===== src/rtl/vga_timing_gen.sv =====
// Raster timing generator: mode shadowing, h/v counters, source strobes and aligned video out.
// Latency: counters -> o_rd 1 clk, o_rd -> o_pixel/o_de/syncs 1 clk; no backpressure (source must keep up).
module vga_timing_gen #(
    parameter int HW  = 12,
    parameter int VW  = 12,
    parameter int BPP = 12
) (
    input  logic           i_pixclk,
    input  logic           i_reset_n,
    input  logic [HW-1:0]  i_hm_width,
    input  logic [HW-1:0]  i_hm_porch,
    input  logic [HW-1:0]  i_hm_synch,
    input  logic [HW-1:0]  i_hm_raw,
    input  logic [VW-1:0]  i_vm_height,
    input  logic [VW-1:0]  i_vm_porch,
    input  logic [VW-1:0]  i_vm_synch,
    input  logic [VW-1:0]  i_vm_raw,
    input  logic           i_hpol,
    input  logic           i_vpol,
    input  logic [BPP-1:0] i_pixel,
    output logic           o_rd,
    output logic           o_newline,
    output logic           o_newframe,
    output logic [BPP-1:0] o_pixel,
    output logic           o_de,
    output logic           o_hsync,
    output logic           o_vsync,
    output logic           o_err
);

    localparam logic [HW-1:0] H_ONE = HW'(1);
    localparam logic [VW-1:0] V_ONE = VW'(1);

    logic [HW-1:0]  hm_width_q, hm_width_d, hm_porch_q, hm_porch_d;
    logic [HW-1:0]  hm_synch_q, hm_synch_d, hm_raw_q, hm_raw_d;
    logic [VW-1:0]  vm_height_q, vm_height_d, vm_porch_q, vm_porch_d;
    logic [VW-1:0]  vm_synch_q, vm_synch_d, vm_raw_q, vm_raw_d;
    logic           hpol_q, hpol_d, vpol_q, vpol_d;
    logic           load_pending_q, load_pending_d, err_q, err_d;
    logic [HW-1:0]  h_q, h_d;
    logic [VW-1:0]  v_q, v_d;
    logic           rd_q, rd_d, newline_q, newline_d, newframe_q, newframe_d;
    logic           hs1_q, hs1_d, vs1_q, vs1_d;
    logic           de_q, de_d, hsync_q, hsync_d, vsync_q, vsync_d;
    logic [BPP-1:0] pixel_q, pixel_d;

    logic mode_ok, run, h_last, v_last, load;

    always_comb begin
        mode_ok = (i_hm_width != '0) && (i_hm_width <= i_hm_porch) &&
                  (i_hm_porch <= i_hm_synch) && (i_hm_synch < i_hm_raw) &&
                  (i_vm_height != '0) && (i_vm_height <= i_vm_porch) &&
                  (i_vm_porch <= i_vm_synch) && (i_vm_synch < i_vm_raw);
        // Counting only runs once a valid mode sits in the shadow registers.
        run    = !load_pending_q;
        h_last = (h_q == hm_raw_q - H_ONE);
        v_last = (v_q == vm_raw_q - V_ONE);
        load   = load_pending_q || (run && h_last && v_last);

        hm_width_d     = hm_width_q;
        hm_porch_d     = hm_porch_q;
        hm_synch_d     = hm_synch_q;
        hm_raw_d       = hm_raw_q;
        vm_height_d    = vm_height_q;
        vm_porch_d     = vm_porch_q;
        vm_synch_d     = vm_synch_q;
        vm_raw_d       = vm_raw_q;
        hpol_d         = hpol_q;
        vpol_d         = vpol_q;
        load_pending_d = load_pending_q;
        err_d          = err_q;
        if (load) begin
            hm_width_d     = i_hm_width;
            hm_porch_d     = i_hm_porch;
            hm_synch_d     = i_hm_synch;
            hm_raw_d       = i_hm_raw;
            vm_height_d    = i_vm_height;
            vm_porch_d     = i_vm_porch;
            vm_synch_d     = i_vm_synch;
            vm_raw_d       = i_vm_raw;
            hpol_d         = i_hpol;
            vpol_d         = i_vpol;
            load_pending_d = !mode_ok;
            err_d          = !mode_ok;
        end

        h_d = '0;
        v_d = '0;
        if (run) begin
            if (h_last) begin
                v_d = v_last ? '0 : v_q + V_ONE;
            end else begin
                h_d = h_q + H_ONE;
                v_d = v_q;
            end
        end

        rd_d       = run && (h_q < hm_width_q) && (v_q < vm_height_q);
        newline_d  = run && h_last;
        newframe_d = run && h_last && v_last;
        hs1_d      = run && (h_q >= hm_porch_q) && (h_q < hm_synch_q);
        vs1_d      = run && (v_q >= vm_porch_q) && (v_q < vm_synch_q);

        // Pixel, enable and syncs share this stage so they leave aligned.
        de_d    = rd_q;
        pixel_d = rd_q ? i_pixel : '0;
        hsync_d = ~(hs1_q ^ hpol_q);
        vsync_d = ~(vs1_q ^ vpol_q);
    end

    always_ff @(posedge i_pixclk or negedge i_reset_n) begin
        if (!i_reset_n) begin
            hm_width_q     <= '0;
            hm_porch_q     <= '0;
            hm_synch_q     <= '0;
            hm_raw_q       <= '0;
            vm_height_q    <= '0;
            vm_porch_q     <= '0;
            vm_synch_q     <= '0;
            vm_raw_q       <= '0;
            hpol_q         <= 1'b0;
            vpol_q         <= 1'b0;
            load_pending_q <= 1'b1;
            err_q          <= 1'b0;
            h_q            <= '0;
            v_q            <= '0;
            rd_q           <= 1'b0;
            newline_q      <= 1'b0;
            newframe_q     <= 1'b0;
            hs1_q          <= 1'b0;
            vs1_q          <= 1'b0;
            de_q           <= 1'b0;
            pixel_q        <= '0;
            hsync_q        <= 1'b0;
            vsync_q        <= 1'b0;
        end else begin
            hm_width_q     <= hm_width_d;
            hm_porch_q     <= hm_porch_d;
            hm_synch_q     <= hm_synch_d;
            hm_raw_q       <= hm_raw_d;
            vm_height_q    <= vm_height_d;
            vm_porch_q     <= vm_porch_d;
            vm_synch_q     <= vm_synch_d;
            vm_raw_q       <= vm_raw_d;
            hpol_q         <= hpol_d;
            vpol_q         <= vpol_d;
            load_pending_q <= load_pending_d;
            err_q          <= err_d;
            h_q            <= h_d;
            v_q            <= v_d;
            rd_q           <= rd_d;
            newline_q      <= newline_d;
            newframe_q     <= newframe_d;
            hs1_q          <= hs1_d;
            vs1_q          <= vs1_d;
            de_q           <= de_d;
            pixel_q        <= pixel_d;
            hsync_q        <= hsync_d;
            vsync_q        <= vsync_d;
        end
    end

    assign o_rd       = rd_q;
    assign o_newline  = newline_q;
    assign o_newframe = newframe_q;
    assign o_pixel    = pixel_q;
    assign o_de       = de_q;
    assign o_hsync    = hsync_q;
    assign o_vsync    = vsync_q;
    assign o_err      = err_q;

endmodule


===== config.mk =====
export PLATFORM = sky130hd
export DESIGN_NAME = vga_timing_gen
export DESIGN_NICKNAME = d
export VERILOG_FILES = /design/src/rtl/vga_timing_gen.sv
export SDC_FILE = /design/constraint.sdc
export NUM_CORES = 1
export LEC_CHECK = 0
export ABC_AREA = 1
export CAP_MARGIN = 20
export CELL_PAD_IN_SITES_DETAIL_PLACEMENT = 0
export CELL_PAD_IN_SITES_GLOBAL_PLACEMENT = 2
export CORE_MARGIN = 1
export CORE_UTILIZATION = 35
export CTS_CLUSTER_DIAMETER = 100
export CTS_CLUSTER_SIZE = 20
export DETAILED_ROUTE_END_ITERATION = 8
export GPL_TIMING_DRIVEN = 0
export PLACE_DENSITY_LB_ADDON = 0.1
export SYNTH_ARGS = -nofsm -noshare
export SYNTH_HDL_FRONTEND = slang
export SYNTH_SLANG_ARGS = --single-unit

===== constraint.sdc =====
create_clock -name i_pixclk -period 3.94 [get_ports i_pixclk]
set_input_delay 0.788 -clock i_pixclk [delete_from_list [all_inputs] [get_ports i_pixclk]]
set_output_delay 0.788 -clock i_pixclk [all_outputs]
set_load 0.05 [all_outputs]

==> results of run 1 <==
worst max-delay path by stage:
stage	startpoint	to	slack, ns	depth (start not counted)
2_1_floorplan	hm_raw_q[0]$_DFFE_PN0P_	hm_width_q[10]$_DFFE_PN0P_	1.77	17
3_3_place_gp	i_reset_n	vm_porch_q[2]$_DFFE_PN0P_	-4.23	1
3_5_place_dp	i_vm_porch[11]	o_err$_DFFE_PN0P_	0.85	13
4_1_cts	hm_raw_q[0]$_DFFE_PN0P_	hm_width_q[11]$_DFFE_PN0P_	1.10	16
5_1_grt	hm_raw_q[0]$_DFFE_PN0P_	vm_height_q[11]$_DFFE_PN0P_	0.85	16
6_report	hm_raw_q[0]$_DFFE_PN0P_	vm_height_q[5]$_DFFE_PN0P_	1.16	16
sequential cells by signal, summed over array words and instances, names as in the netlist:
signal / flops
o_err: 1
vs1_q: 1
vm_height_q: 12
o_pixel: 12
h_q: 12
hm_raw_q: 12
o_rd: 1
o_newline: 1
v_q: 12
hm_width_q: 12
o_newframe: 1
o_vsync: 1
hm_porch_q: 12
vm_synch_q: 12
load_pending_q: 1
vm_raw_q: 12
o_hsync: 1
o_de: 1
hpol_q: 1
hs1_q: 1
vm_porch_q: 12
hm_synch_q: 12
vpol_q: 1
cells by family after synthesis:
group                      after synthesis  synth area share [%]
DFF                                    144                  34.4
and+or+nand+nor                        721                  29.9
buffers and inverters                  269                  10.2
adders and majority gates              142                  17.0
AOI/OAI and AO/OA                      121                  6.40
xor gates and xnor gates                25                  2.09
per-layer routing:
| metal | wire length [µm] | global-route usage [%] | vias up |
|---|---|---|---|
| met5 | 0 | 0 | - |
| met4 | 247 | 4.20 | 0 |
| met3 | 899 | 3.02 | 14 |
| met2 | 14700 | 35.3 | 167 |
| met1 | 16400 | 31.3 | 4376 |
| li1 | - | - | 4832 |
placed cells by master, fill, tap and decap left out, types with 3 or more instances in the layout:
cell type,count
sky130_fd_sc_hd__a211oi_1,3
sky130_fd_sc_hd__a21boi_0,3
sky130_fd_sc_hd__a21oi_1,64
sky130_fd_sc_hd__and2_1,3
sky130_fd_sc_hd__buf_1,9
sky130_fd_sc_hd__buf_2,9
sky130_fd_sc_hd__buf_6,5
sky130_fd_sc_hd__bufinv_16,3
sky130_fd_sc_hd__clkbuf_1,14
sky130_fd_sc_hd__clkbuf_16,17
sky130_fd_sc_hd__clkdlybuf4s50_1,129
sky130_fd_sc_hd__clkinv_4,3
sky130_fd_sc_hd__dfrtp_1,143
sky130_fd_sc_hd__ha_1,142
sky130_fd_sc_hd__inv_1,229
sky130_fd_sc_hd__inv_2,3
sky130_fd_sc_hd__inv_6,4
sky130_fd_sc_hd__inv_8,3
sky130_fd_sc_hd__nand2_1,417
sky130_fd_sc_hd__nand2_2,12
sky130_fd_sc_hd__nand3_1,141
sky130_fd_sc_hd__nand3_2,11
sky130_fd_sc_hd__nand4_1,17
sky130_fd_sc_hd__nor2_1,88
sky130_fd_sc_hd__nor2_2,4
sky130_fd_sc_hd__nor2_4,5
sky130_fd_sc_hd__nor3_1,15
sky130_fd_sc_hd__o211ai_1,3
sky130_fd_sc_hd__o21a_1,4
sky130_fd_sc_hd__o21ai_0,22
sky130_fd_sc_hd__o21ai_1,11
sky130_fd_sc_hd__o21bai_1,3
sky130_fd_sc_hd__o31ai_1,3
sky130_fd_sc_hd__xnor2_1,11
sky130_fd_sc_hd__xor2_1,14
cell type report:
class / instances / area, µm² / share of cell area [%]
plain buffers: 37 / 196 / 1.52
clock inverters: 15 / 200 / 1.55
clock buffers: 17 / 425 / 3.30
multi-input cells: 1009 / 5790 / 44.9
well taps: 384 / 480 / 3.72
repair buffers: 131 / 1330 / 10.3
inverters: 232 / 871 / 6.75
flip-flops and latches: 144 / 3600 / 27.9
worst reg2reg max path: stages, from the launching register on:
cell                       delay, ns
sky130_fd_sc_hd__dfrtp_1        0.43
sky130_fd_sc_hd__inv_1          0.16
sky130_fd_sc_hd__ha_1           0.27
sky130_fd_sc_hd__nand2_1        0.13
sky130_fd_sc_hd__nor2_2         0.18
sky130_fd_sc_hd__nand2_1        0.07
sky130_fd_sc_hd__nand2_1        0.08
sky130_fd_sc_hd__nand2_1        0.05
sky130_fd_sc_hd__nand2_1        0.05
sky130_fd_sc_hd__nand2_1        0.06
sky130_fd_sc_hd__nor2_1         0.11
sky130_fd_sc_hd__nand3_2        0.18
sky130_fd_sc_hd__nor2_4         0.21
sky130_fd_sc_hd__nand2_4        0.17
sky130_fd_sc_hd__clkbuf_1       0.32
sky130_fd_sc_hd__nand3_1        0.16
sky130_fd_sc_hd__nand2_1        0.06
per-stage QoR:
step	TNS, ns	area, µm²	util, %	instances	hold WS [ns]
4_1_cts	0	12900	44.3	1969	0.400
6_report	0	12900	44.3	1969	0.366
5_1_grt	0	12900	44.3	1969	0.415
3_3_place_gp	-605.53	12200	42.1	1936	0.428
3_5_place_dp	0	12300	42.2	1937	0.430
2_1_floorplan	0	10500	-	1422	0.416
report_power, final:
| group | switching (W) | internal, W | leakage [nW] | total, W |
|---|---|---|---|---|
| clock network | 0.000754 | 0.00102 | 0.301 | 0.00178 |
| logic | 0.000221 | 0.000184 | 5.32 | 0.000405 |
| registers | 0.00000138 | 0.00148 | 1.44 | 0.00149 |
| total | 0.000977 | 0.00269 | 7.06 | 0.00367 |
==> qor.txt, run 1 <==
OUTCOME
------------------------------------------------------------------------------
Outcome ......................................................... finished clean

ROUTE
------------------------------------------------------------------------------
Number of antenna-violating nets in the routed design ...........            0
Detail-routed via count per cell ................................         4.77
Number of design rule violations left after detail routing ......            0
DRC marker count from the first detailed-route iteration ........          501
Aggregate routed wire length ....................................     32200 µm
Via count .......................................................         9389
Mean routed wirelength per cell .................................      16.4 µm
First-pass iteration count of the detailed router ...............            5

CLOCK TREE
------------------------------------------------------------------------------
Worst-path clk slew .............................................      0.08 ns
Total CTS buffers ...............................................           17
Clock tree from TritonCTS .......................................          yes
Root Buffer ..................................................... sky130_fd_sc_hd__clkbuf_16
Total of hold buffers inserted after clock tree synthesis .......            0
Number of clock sinks ...........................................          144
Number of buffers on the longest clock path .....................            2
Post-CTS setup buffer count .....................................            0
Count of H-tree levels built during CTS .........................            4
Cts repair resizes ..............................................            0
Clock latency on the worst-skew pair ............................      0.43 ns

SYNTH
------------------------------------------------------------------------------
Top area cells in the synthesized netlist ....................... sky130_fd_sc_hd__dfrtp_1 (34%), sky130_fd_sc_hd__ha_1 (17%), sky130_fd_sc_hd__nand2_1 (15%)
Most repeated cell in the gate-level netlist after synthesis .... sky130_fd_sc_hd__nand2_1
Share of synthesized area occupied by flip-flops and latches ....        34.4%
Top-area cell type share of the netlist area ....................        34.2%
Count of mapped cells out of synthesis ..........................         1422
Yosys warnings ..................................................            0
Post-Synthesis Cell Area ........................................    10500 µm²
Count of unique library cells instantiated by Yosys .............           40
Most common flop cell mapped by yosys ........................... sky130_fd_sc_hd__dfrtp_1
Post-Synthesis Net Count ........................................         1676
Async SR Flop Fraction ..........................................         100%
Most frequent cells after synthesis ............................. sky130_fd_sc_hd__nand2_1 (417), sky130_fd_sc_hd__inv_1 (229), sky130_fd_sc_hd__dfrtp_1 (143), sky130_fd_sc_hd__ha_1 (142), sky130_fd_sc_hd__nand3_1 (141)
Avg Cell Area, Syn ..............................................     7.36 µm²
Area leader, netlist ............................................ sky130_fd_sc_hd__dfrtp_1
Synth Register Bits .............................................          144
Number of enable-type register cells in the synthesized netlist .            0

WORST SETUP PATH
------------------------------------------------------------------------------
End of the worst register-to-register path ...................... vm_height_q[5]$_DFFE_PN0P_
Kind of end point of the critical path ..........................     register
Slack of the worst reg-to-reg path ..............................      1.16 ns
Crit path arrival time ..........................................      3.11 ns
Critical path class .............................................   reg -> reg
Max stage delay cell, worst path ................................ sky130_fd_sc_hd__dfrtp_1
Crit Reg-Reg Startpoint ......................................... hm_raw_q[0]$_DFFE_PN0P_
Dominant delay contributor by cell family on the critical path .. simple AND/OR/NAND/NOR gates
Most common cell on crit path ................................... sky130_fd_sc_hd__nand2_1
Critical path cell sequence ..................................... inv_1 -> ha_1 -> nand2_1 -> nor2_2 -> nand2_1 -> nand2_1 -> nand2_1 -> nand2_1 -> nand2_1 -> nor2_1 -> nand3_2 -> nor2_4 -> nand2_4 -> clkbuf_1 -> nand3_1 -> nand2_1
FF-to-FF path depth .............................................           16
Critical-path maximum fanout ....................................           10
Required @ worst endpoint .......................................      4.26 ns
Worst Setup Start Kind ..........................................     register
Delay contributed by the slowest stage of the critical path .....      0.43 ns
Worst Path Buf+Inv ..............................................            2

GLOBAL ROUTE
------------------------------------------------------------------------------
Maximum number of pins on one net before global-route repair ....           75
Wire length of the first global-routing pass ....................     50800 µm
Initial antenna violation count .................................            0
Overall routing resource usage ..................................        21.9%
Sum of overflow across all layers after global routing ..........            0
Number of global-route vias before repair .......................         9206

FLOORPLANNING
------------------------------------------------------------------------------
I/O pin count ...................................................          131
Initial core utilization ........................................        36.0%
Number of rows in the core area .................................           62
Die height ......................................................       175 µm
Die Outline Area ................................................    30600 µm²
Core area .......................................................    29100 µm²
Width of the die ................................................       175 µm

STA
------------------------------------------------------------------------------
Final WS setup ..................................................      1.16 ns
Max Clock Freq ..................................................      359 MHz
Final cycle utilization of the critical path ....................        70.7%
Min Tclk post-route .............................................      2.78 ns
Slew at the pin closest to its max-slew limit ...................     0.838 ns
Endpoints failing hold ..........................................            0
Post-Route Skew .................................................    0.0181 ns
Setup violations, final .........................................            0
Slew headroom ...................................................        44.1%
Total count of max-transition violations in the final report ....            0
Unrepaired setup endpoints after global routing .................        false

LAYOUT
------------------------------------------------------------------------------
Number of filler instances in the final layout ..................         3098
Antenna diode instance count ....................................            0
Fraction of final layout cells sized beyond drive strength 1 ....        5.43%
Final layout net count ..........................................         1826
P&R area growth vs syn ..........................................        23.3%

POWER
------------------------------------------------------------------------------
Post-route total power ..........................................    0.00367 W
LEAKAGE .........................................................      7.06 nW
Maximum vdd ir drop .............................................     0.306 mV
Power per cell area .............................................   284 nW/µm²

PLACE
------------------------------------------------------------------------------
Detailed-placement wirelength estimate ..........................     25500 µm
RePlAce Congestion ..............................................        0.848
Setup slack after placement .....................................     0.851 ns
Port Buffer Count ...............................................          130

WORST HOLD PATH
------------------------------------------------------------------------------
Min-Delay Path Class ............................................  in -> async

FLOW RUN
------------------------------------------------------------------------------
Max-cap violation count .........................................            0

Power figures use the tool's default switching activity.
==> inputs of run 2 (changes only) <==
- CORE_UTILIZATION: 35 -> 29
- clock period: 3.94 -> 2.4 ns (I/O delays scaled with it)
==> qor.txt, run 2 (synthesis gave the netlist of run 1 again) <==
STA
----------------------------------------------------------------------------
Unrepaired setup endpoints after global routing ...............         true
Setup violations, final .......................................            0   unchanged
Slew at the pin closest to its max-slew limit .................     0.768 ns   -0.0698 ns
Slew headroom .................................................        48.8%   +4.7 points
Min Tclk post-route ...........................................      2.40 ns   -0.385 ns
Final WS setup ................................................  0.000664 ns   -1.15 ns
Post-Route Skew ...............................................    0.0139 ns   -0.00419 ns
Worst Hold Slack ..............................................     0.422 ns   +0.0567 ns
Endpoints failing hold ........................................            0   unchanged
Max Clock Freq ................................................      417 MHz   +16%
Total count of max-transition violations in the final report ..            0   unchanged
Final cycle utilization of the critical path ..................         100%   +29 points

GLOBAL ROUTE
----------------------------------------------------------------------------
Wire length of the first global-routing pass ..................     53600 µm   +5.3%
Number of global-route vias before repair .....................         9368   +1.8%
Initial antenna violation count ...............................            0   unchanged
Maximum number of pins on one net before global-route repair ..           83   +11%
Overall routing resource usage ................................        19.6%   -2.3 points
Sum of overflow across all layers after global routing ........            0   unchanged

WORST SETUP PATH
----------------------------------------------------------------------------
FF-to-FF path depth ...........................................           18   +2
Crit path arrival time ........................................      2.71 ns   -0.40 ns
Kind of end point of the critical path ........................     register
Required @ worst endpoint .....................................      2.71 ns   -1.55 ns
Worst Setup Start Kind ........................................     register
Critical-path maximum fanout ..................................            7   -3
Critical path class ...........................................   reg -> reg
Launch point of the worst path ................................ hm_raw_q[1]$_DFFE_PN0P_
Crit Reg-Reg Startpoint ....................................... hm_raw_q[1]$_DFFE_PN0P_

CLOCK TREE
----------------------------------------------------------------------------
Clock latency on the worst-skew pair ..........................      0.43 ns   about the same
Worst-path clk slew ...........................................      0.07 ns   about the same
Total CTS buffers .............................................           17   unchanged
Number of buffers on the longest clock path ...................            2   unchanged
Root Buffer ................................................... sky130_fd_sc_hd__clkbuf_16
Clock tree from TritonCTS .....................................          yes
Count of H-tree levels built during CTS .......................            4   unchanged
Number of clock sinks .........................................          144   unchanged

OUTCOME
----------------------------------------------------------------------------
Outcome ....................................................... finished clean

PLACE
----------------------------------------------------------------------------
Post-placement cell count .....................................         2014   +4.0%
Port Buffer Count .............................................          130   unchanged
Setup slack after placement ...................................    -0.585 ns   -1.44 ns
Detailed-placement wirelength estimate ........................     27200 µm   +6.5%
RePlAce Congestion ............................................        0.805   -5.0%

FLOORPLANNING
----------------------------------------------------------------------------
Die height ....................................................       192 µm   +9.7%
Width of the die ..............................................       192 µm   +9.7%
I/O pin count .................................................          131   unchanged
Die Outline Area ..............................................    36900 µm²   +20%
Core area .....................................................    35600 µm²   +22%
Initial core utilization ......................................        29.4%   -6.6 points
Number of rows in the core area ...............................           69   +11%

WORST HOLD PATH
----------------------------------------------------------------------------
Number of cells traversed by the worst hold path ..............            3
Min-Delay Path Class ..........................................    in -> reg
HP Start ...................................................... i_vm_porch[9]

ROUTE
----------------------------------------------------------------------------
Aggregate routed wire length ..................................     35200 µm   +9.1%
Mean routed wirelength per cell ...............................      16.9 µm   +3.4%
Detail-routed via count per cell ..............................         4.52   -5.3%
Number of antenna-violating nets in the routed design .........            0   unchanged
Via count .....................................................         9383   -0.064%
First-pass iteration count of the detailed router .............            4   -1
Number of design rule violations left after detail routing ....            0   unchanged
DRC marker count from the first detailed-route iteration ......          438   -13%

POWER
----------------------------------------------------------------------------
LEAKAGE .......................................................      7.50 nW   +6.2%
Maximum vdd ir drop ...........................................     0.376 mV   +23%
Power per cell area ...........................................   423 nW/µm²   +49%

LAYOUT
----------------------------------------------------------------------------
Fraction of final layout cells sized beyond drive strength 1 ..        10.8%   +5.3 points
Final layout net count ........................................         1858   +1.8%
Non-filler cells, final .......................................         2078   +5.5%
Most common library cell in the layout ignoring fill and taps . sky130_fd_sc_hd__nand2_1
Antenna diode instance count ..................................            0   unchanged
P&R area growth vs syn ........................................        31.7%
Most frequent cells in the layout ............................. sky130_fd_sc_hd__nand2_1 (408), sky130_fd_sc_hd__inv_1 (226), sky130_fd_sc_hd__ha_1 (140), sky130_fd_sc_hd__dfrtp_1 (140), sky130_fd_sc_hd__clkdlybuf4s50_1 (127)

FLOW RUN
----------------------------------------------------------------------------
Max-cap violation count .......................................            0   unchanged

==> run 2: repair_timing <==
item	CTS	global route
gates cloned	3	3
resized for setup	69	69
hold buffers	1	0
endpoints found under the hold margin	2	0
pin swaps	13	25
endpoints found under the setup margin	123	120
setup buffers	15	11
==> run 2: final timing paths <==
kind / slack [ns] / to
setup / recovery: 0.0007 / vm_raw_q[1]$_DFFE_PN0P_
hold / removal: 0.42 / vm_porch_q[9]$_DFFE_PN0P_
min in group asynchronous: 0.60 / hm_raw_q[6]$_DFFE_PN0P_
hold reg to reg: 0.44 / o_vsync$_DFF_PN0_
max in group asynchronous: 0.99 / load_pending_q$_DFFE_PN1P_
setup reg to reg: 0.0007 / vm_raw_q[1]$_DFFE_PN0P_
==> run 2: metrics by stage <==
step / setup TNS (ns) / power [W] / cell area (µm²) / utilization, %
global route: -8.77 / 0.00609 / 13800 / 38.8
finish: 0 / 0.00583 / 13800 / 38.8
detailed placement: -54.10 / 0.00317 / 12400 / 34.8
CTS: -1.84 / 0.00592 / 13400 / 37.7
global placement: -880.76 / 0.00316 / 12300 / 34.7
floorplan: 0 / 0.00275 / 10500 / -
==> run 2: per-layer routing <==
layer / vias to the layer above / wire, µm / share of wire (%) / GRT usage [%]
li1: 4923 / - / - / -
met1: 4304 / 17800 / 51 / 27.5
met2: 136 / 15900 / 45 / 31.5
met3: 20 / 965 / 2.7 / 2.76
met4: 0 / 503 / 1.4 / 4.70
met5: - / 0 / 0 / 0
==> run 2: power breakdown <==
group	switching (W)	internal (W)	total, W
sequential	0.00000239	0.00244	0.00244
clock	0.00116	0.00156	0.00272
combinational	0.000370	0.000303	0.000673
total	0.00153	0.00430	0.00583
==> run 2: layout make-up <==
type	instances	area (µm²)
fillers	3844	21800
multi-input cells	1010	6040
flip-flops and latches	144	3610
repair buffers	163	1720
inverters	232	873
well taps	461	577
clock buffers	19	443
plain buffers	36	383
clock inverters	13	139
==> run 2: worst max-delay path: stages, from the launching register on <==
cell	delay (ns)
sky130_fd_sc_hd__dfrtp_1	0.40
sky130_fd_sc_hd__inv_2	0.07
sky130_fd_sc_hd__ha_4	0.27
sky130_fd_sc_hd__inv_2	0.02
sky130_fd_sc_hd__nand2_1	0.04
sky130_fd_sc_hd__nand2_1	0.04
sky130_fd_sc_hd__nor2_1	0.11
sky130_fd_sc_hd__nand2_1	0.06
sky130_fd_sc_hd__nor2_1	0.10
sky130_fd_sc_hd__nand3_1	0.12
sky130_fd_sc_hd__nor2_4	0.13
sky130_fd_sc_hd__nand3_4	0.13
sky130_fd_sc_hd__nor2_4	0.16
sky130_fd_sc_hd__buf_12	0.12
sky130_fd_sc_hd__nand2_8	0.08
sky130_fd_sc_hd__buf_12	0.17
sky130_fd_sc_hd__buf_12	0.13
sky130_fd_sc_hd__nand3_2	0.05
sky130_fd_sc_hd__nand2_1	0.06
